### src/rtl/bg_tile_fetcher.sv
// Background tile fetcher: walks the tile map once per line and offers lo/hi bitplane pairs to the shifter.
// Define BG_FETCH_PREFETCH_EN to add a one-entry output holder so the next fetch overlaps the handshake.
module bg_tile_fetcher #(
    parameter int          X_TILES  = 21,
    parameter logic [12:0] MAP_BASE = 13'h1800
) (
    input  logic        clk,
    input  logic        reset,
    input  logic        start,
    input  logic [7:0]  ly,
    input  logic [7:0]  scy,
    input  logic [7:0]  scx,
    input  logic        bg_map_sel,
    input  logic        tile_sel,
    output logic [12:0] vram_addr,
    output logic        vram_rd,
    input  logic [7:0]  vram_data,
    output logic [7:0]  tile_lo,
    output logic [7:0]  tile_hi,
    output logic        tile_valid,
    input  logic        tile_ready,
    output logic        busy,
    output logic        line_done
);
    localparam int CNT_W = (X_TILES > 1) ? $clog2(X_TILES) : 1;
    localparam logic [CNT_W-1:0] LAST = CNT_W'(X_TILES - 1);

    typedef enum logic [2:0] {IDLE, MAP_A, MAP_D, LO_A, LO_D, HI_A, HI_D, PUSH} state_t;
    state_t state, state_nxt;

    logic [CNT_W-1:0] cnt;
    logic [7:0]       y_q;
    logic [4:0]       col_base;
    logic [7:0]       idx, lo, hi;
    logic             tsel_q;
    logic             rd_q;
    logic [4:0]       col;
    logic [12:0]      map_addr, lo_addr, hi_addr;
    logic             accept, fetch_done, last_fetch, done_evt;
    logic             unused_scx;

    assign unused_scx = ^scx[2:0];

    // Column wraps at 32 by truncation; row comes from the latched y
    assign col        = col_base + 5'(cnt);
    assign map_addr   = MAP_BASE + {2'b00, bg_map_sel, 10'd0} + {3'b000, y_q[7:3], 5'd0} + {8'd0, col};
    assign lo_addr    = {~(tile_sel | idx[7]), idx, y_q[2:0], 1'b0};
    assign hi_addr    = {~(tsel_q | idx[7]), idx, y_q[2:0], 1'b1};
    assign last_fetch = (cnt == LAST);

`ifdef BG_FETCH_PREFETCH_EN
    logic             hold_vld;
    logic [7:0]       hold_lo, hold_hi;
    logic [CNT_W-1:0] acc_cnt;

    assign tile_valid = hold_vld;
    assign tile_lo    = hold_lo;
    assign tile_hi    = hold_hi;
    assign accept     = hold_vld & tile_ready;
    // The holder may be refilled in the same cycle its old pair is accepted
    assign fetch_done = (state == HI_D) & (~hold_vld | tile_ready);
    assign done_evt   = accept & (acc_cnt == LAST);
    assign busy       = (state != IDLE) | hold_vld;

    always_ff @(posedge clk) begin
        if (reset) begin
            hold_vld <= 1'b0;
            hold_lo  <= 8'd0;
            hold_hi  <= 8'd0;
            acc_cnt  <= '0;
        end else begin
            if (accept)
                acc_cnt <= (acc_cnt == LAST) ? '0 : acc_cnt + CNT_W'(1);
            if (start) begin
                hold_vld <= 1'b0;
                acc_cnt  <= '0;
            end else if (fetch_done) begin
                hold_vld <= 1'b1;
                hold_lo  <= lo;
                hold_hi  <= rd_q ? vram_data : hi;
            end else if (accept) begin
                hold_vld <= 1'b0;
            end
        end
    end
`else
    assign tile_valid = (state == PUSH);
    assign tile_lo    = lo;
    assign tile_hi    = hi;
    assign accept     = tile_valid & tile_ready;
    assign fetch_done = accept;
    assign done_evt   = accept & last_fetch;
    assign busy       = (state != IDLE);
`endif

    always_ff @(posedge clk) begin
        if (reset)
            state <= IDLE;
        else
            state <= state_nxt;
    end

    always_comb begin
        state_nxt = state;
        vram_rd   = 1'b0;
        vram_addr = 13'd0;
        case (state)
            IDLE: ;
            MAP_A: begin
                vram_rd   = 1'b1;
                vram_addr = map_addr;
                state_nxt = MAP_D;
            end
            MAP_D: state_nxt = LO_A;
            LO_A: begin
                vram_rd   = 1'b1;
                vram_addr = lo_addr;
                state_nxt = LO_D;
            end
            LO_D: state_nxt = HI_A;
            HI_A: begin
                vram_rd   = 1'b1;
                vram_addr = hi_addr;
                state_nxt = HI_D;
            end
            HI_D: begin
`ifdef BG_FETCH_PREFETCH_EN
                if (fetch_done)
                    state_nxt = last_fetch ? IDLE : MAP_A;
`else
                state_nxt = PUSH;
`endif
            end
            PUSH: begin
                if (fetch_done)
                    state_nxt = last_fetch ? IDLE : MAP_A;
            end
            default: state_nxt = IDLE;
        endcase
        // A new line always restarts the walk, even mid-fetch
        if (start)
            state_nxt = MAP_A;
    end

    always_ff @(posedge clk) begin
        if (reset) begin
            cnt       <= '0;
            y_q       <= 8'd0;
            col_base  <= 5'd0;
            idx       <= 8'd0;
            lo        <= 8'd0;
            hi        <= 8'd0;
            tsel_q    <= 1'b0;
            rd_q      <= 1'b0;
            line_done <= 1'b0;
        end else begin
            rd_q      <= vram_rd;
            line_done <= done_evt & ~start;
            if (state == MAP_D)
                idx <= vram_data;
            if (state == LO_A)
                tsel_q <= tile_sel;
            if (state == LO_D)
                lo <= vram_data;
            // Only the first HI_D cycle carries fresh read data
            if (state == HI_D && rd_q)
                hi <= vram_data;
            if (fetch_done)
                cnt <= last_fetch ? '0 : cnt + CNT_W'(1);
            if (start) begin
                cnt      <= '0;
                y_q      <= ly + scy;
                col_base <= scx[7:3];
            end
        end
    end
endmodule

### config.mk
export PLATFORM = sky130hd
export DESIGN_NAME = bg_tile_fetcher
export DESIGN_NICKNAME = d
export VERILOG_FILES = /design/src/rtl/bg_tile_fetcher.sv
export SDC_FILE = /design/constraint.sdc
export NUM_CORES = 1
export LEC_CHECK = 0
export BUFFER_PORTS_ARGS = -buffer_cell sky130_fd_sc_hd__buf_2
export CAP_MARGIN = 0
export CORE_ASPECT_RATIO = 0.7
export CORE_UTILIZATION = 30
export DETAILED_ROUTE_END_ITERATION = 8
export GPL_TIMING_DRIVEN = 0
export PLACE_DENSITY = 0.49
export SLEW_MARGIN = 15
export SYNTH_ARGS = -nofsm -noshare
export SYNTH_HDL_FRONTEND = slang
export SYNTH_SLANG_ARGS = --single-unit
### constraint.sdc
create_clock -name clk -period 2.26 [get_ports clk]
set_input_delay 0.226 -clock clk [delete_from_list [all_inputs] [get_ports clk]]
set_output_delay 0.226 -clock clk [all_outputs]
set_load 0.05 [all_outputs]
==> impl_metrics.py <==
metrics = {
    "cts": {
        "cts_buffers": 5,
        "clk-insertion-delay-late_ns": 0.30,
        "path_clk_slew_ns": 0.07,
        "h-tree-depth": 2,
        "root_buffer": "clkbuf_16",
        "cts_buffer_depth": 2,
        "cts_tree": "built",
        "cts_sinks": 48,
        "cts_hold_buf": 0,
    },
    "sta": {
        "worst_slew_pin_slew_ns": 0.5815,
        "max_clock_freq_mhz": 441.7,
        "period_needed_ns": 2.264,
        "final.period_utilization_pct": 100.2,
        "slew_viol_final": 0,
        "setup_viol": 1,
        "finalWorstSetupSlack_ns": -0.004129,
        "hold_viol": 0,
        "hold_ws_ns": 0.1647,
        "fin_skew_ns": 0.004084,
        "rsz0062_at_grt": "yes",
        "fin_setup_tns_ns": -0.004129,
        "timing.slew.headroom_pct": 61.23,
    },
    "cells_and_area": {
        "ff_latch_area_um2": 968.4,
        "areaGrowthSynthToFinish_pct": 27.13,
        "fin_nets": 443,
        "multiInputGateArea_um2": 1589,
        "fin_cells": 511,
        "fillerInstances": 866,
        "layout-drive-gt1-share_pct": 26.85,
        "antenna_cells": 0,
    },
    "detailed_routing": {
        "vias": 2429,
        "drt_iter0_markers": 115,
        "drc": 0,
        "drtPass1Iterations": 4,
        "wl_per_cell_um": 14.67,
        "ant_nets": 0,
        "wirelength_um": 7496,
        "routed_via_density": 4.753,
    },
    "place": {
        "placedCellCount": 501,
        "gp_congestion": 0.7821,
        "port_buffers": 67,
        "dp_hpwl_um": 5605,
        "pre_cts_ws_ns": 0.09302,
    },
    "setup_path": {
        "r2r_slack_ns": 0.72,
        "crit_type": "flip-flop to output pin",
        "cp-end-kind": "output pin",
        "crit_slowest_cell": "or4_1",
        "cpPeakStageDelay_ns": 0.47,
        "crit_end": "vram_addr[4]",
        "crit_chain": "ha_4, inv_2, fa_2, nor2b_1, o21a_1, or4_1, nand4_1, buf_6",
        "crit_fanout": 2,
        "rr_endpoint": "tile_hi[0]$_SDFFE_PP0P_",
        "required_ns": 2.03,
        "startpoint": "cnt[0]$_SDFFE_PP0P_",
        "r2r-start": "state[2]$_SDFFE_PP0P_",
        "worst_ep_arrival_time_ns": 2.04,
        "crit_path_start_kind": "flip-flop",
        "reg2regPathDepth": 5,
    },
    "yosys": {
        "netlist_area_um2": 2661,
        "synth_fp_nets": 367,
        "synth.avg_cell_area_um2": 8.475,
        "synth_cell_types": 51,
        "yosys.area.top_type": "dfxtp_1",
        "synth.area.top_cells": "dfxtp_1 (36%), mux2i_1 (7.5%), nand2_1 (6.8%), ha_1 (6.1%), a21oi_1 (5.3%)",
        "synth-seq-cells": 48,
        "yosysWarningCount": 0,
        "synthCells": 314,
        "ys.flop_type": "dfxtp_1",
        "synth_top_cell_area_share_pct": 36.11,
        "synth_edf_count": 0,
        "synthArstFlopShare_pct": 0,
        "synth.yosys.seq_area_share_pct": 36.11,
    },
    "job": {
        "max_cap_violations": 0,
    },
    "global_routing": {
        "met1_usage_pct": 25.02,
        "grtUsageMet2_pct": 24.97,
        "grtUsageMet3_pct": 3.433,
        "gr-total-overflow": 0,
        "grt_max_degree": 17,
        "busiest_layer": "met1",
        "grt_antenna_before_repair": 0,
        "grt_pass1_wl_um": 12010,
        "grt_usage_pct": 17.05,
        "grt_pass1_vias": 2343,
    },
    "floorplanning": {
        "die-area_um2": 9258,
        "die_width_um": 114.6,
        "core_region_area_um2": 8513,
        "io_pins": 71,
        "initial_core_util_pct": 31.26,
        "die_h_um": 80.80,
        "row_count": 28,
    },
    "status": {
        "failed_checks": "negative setup slack",
        "status": "complete, but fails checks",
    },
    "power": {
        "ir_drop_mv": 0.3876,
        "power_uw": 2092,
        "leakagePower_uw": 0.001411,
        "p_per_area_nw_per_um2": 618.5,
    },
    "hold_path": {
        "worstHoldPathCells": 3,
        "hold_class": "input pin to flip-flop",
    },
}
## power breakdown
group / switching (uW) / internal [uW]
clock network: 356 / 527
registers: 18.4 / 871
logic: 197 / 124
## area by class of cell
| cell class | instances | area share [%] |
|---|---|---|
| Tap cell | 120 | 4.438 |
| Clock buffer | 5 | 3.698 |
| Sequential cell | 48 | 28.62 |
| Buffer | 19 | 3.180 |
| Multi-Input combinational cell | 238 | 46.97 |
| Timing Repair Buffer | 69 | 10.72 |
| Inverter | 9 | 0.9985 |
| Clock inverter | 3 | 1.368 |
## cell families (layout without fill, tap and decap cells)
| kind of cell | after synthesis | in the layout | synth area share (%) |
|---|---|---|---|
| AOI/OAI and AO/OA | 60 | 60 | 14.57 |
| xor gates and xnor gates | 11 | 11 | 3.620 |
| adders and majority gates | 16 | 16 | 7.993 |
| buffers and inverters | 28 | 105 | 5.218 |
| DFF | 48 | 48 | 36.11 |
| muxes | 20 | 20 | 7.522 |
| and+or+nand+nor | 131 | 131 | 24.96 |
## sequential cells by signal, indices dropped and copies added (netlist names)
signal	cells
tile_hi	8
state	3
line_done	1
tile_lo	8
tsel_q	1
col_base	5
idx	8
cnt	5
rd_q	1
y_q	8
## Yosys cell counts (6+ instances only)
| cell type | count |
|---|---|
| inv_1 | 8 |
| and2_1 | 9 |
| mux2i_1 | 20 |
| nand2_1 | 48 |
| nor2_1 | 27 |
| xor2_1 | 6 |
| ha_1 | 13 |
| a21oi_1 | 28 |
| dfxtp_1 | 48 |
| clkbuf_1 | 7 |
| nand3_1 | 7 |
| nor2b_1 | 6 |
| o21ai_0 | 9 |
## how the worst min path moves through the flow
stage,startpoint,end,slack (ns)
floorplan,vram_data[0],tile_hi[0]$_SDFFE_PP0P_,0.36
global placement,tile_lo[2]$_SDFFE_PP0P_,tile_lo[2]$_SDFFE_PP0P_,0.44
detailed placement,tile_hi[0]$_SDFFE_PP0P_,tile_hi[0]$_SDFFE_PP0P_,0.45
CTS,scx[6],col_base[3]$_SDFFE_PP0P_,0.16
global route,scx[5],col_base[2]$_SDFFE_PP0P_,0.19
finish,scx[6],col_base[3]$_SDFFE_PP0P_,0.16
## metrics by stage
step                instance area (um2)  utilization, %
floorplan                          2661               -
finish                             3383           39.74
detailed placement                 3147           36.96
global placement                   3147           36.96
global route                       3383           39.74
CTS                                3372           39.61
## critical path, delay by kind of cell, from the launching register on
family | cells | cell delay (ns)
flip-flops | 1 | 0.35
AO/OA/AOI/OAI | 1 | 0.18
buffers and inverters | 2 | 0.23
AND/OR/NAND/NOR | 3 | 0.65
adder cells (fa/ha/maj) | 2 | 0.35
## per-layer routing
| metal | vias up | wire length [um] |
|---|---|---|
| li1 | 1252 | - |
| met1 | 1126 | 4073 |
| met2 | 43 | 3050 |
| met3 | 8 | 288 |
| met4 | 0 | 85 |
| met5 | - | 0 |
## placed cells by master, fill, tap and decap left out, drive strengths merged, types with 3 or more instances in the layout
cell type and count:
buf 81, nand2 49, dfxtp 48, a21oi 28, nor2 27, mux2i 20
ha 13, clkbuf 12, and2 9, o21ai 9, inv 9, nand3 7
nor3 7, xor2 6, nor2b 6, xnor2 5, nor3b 4, o21a 4
or4 3, o2111ai 3, nand4b 3, nand4 3, a211oi 3, a21o 3
## repair_timing
| action | in CTS | in global routing |
|---|---|---|
| buffers inserted | 2 | 0 |
| setup endpoints to repair | 3 | 6 |
| gates resized for setup | 10 | 9 |
| pin swaps | 1 | 1 |
Note: power is estimated with default switching activity, not from simulation.
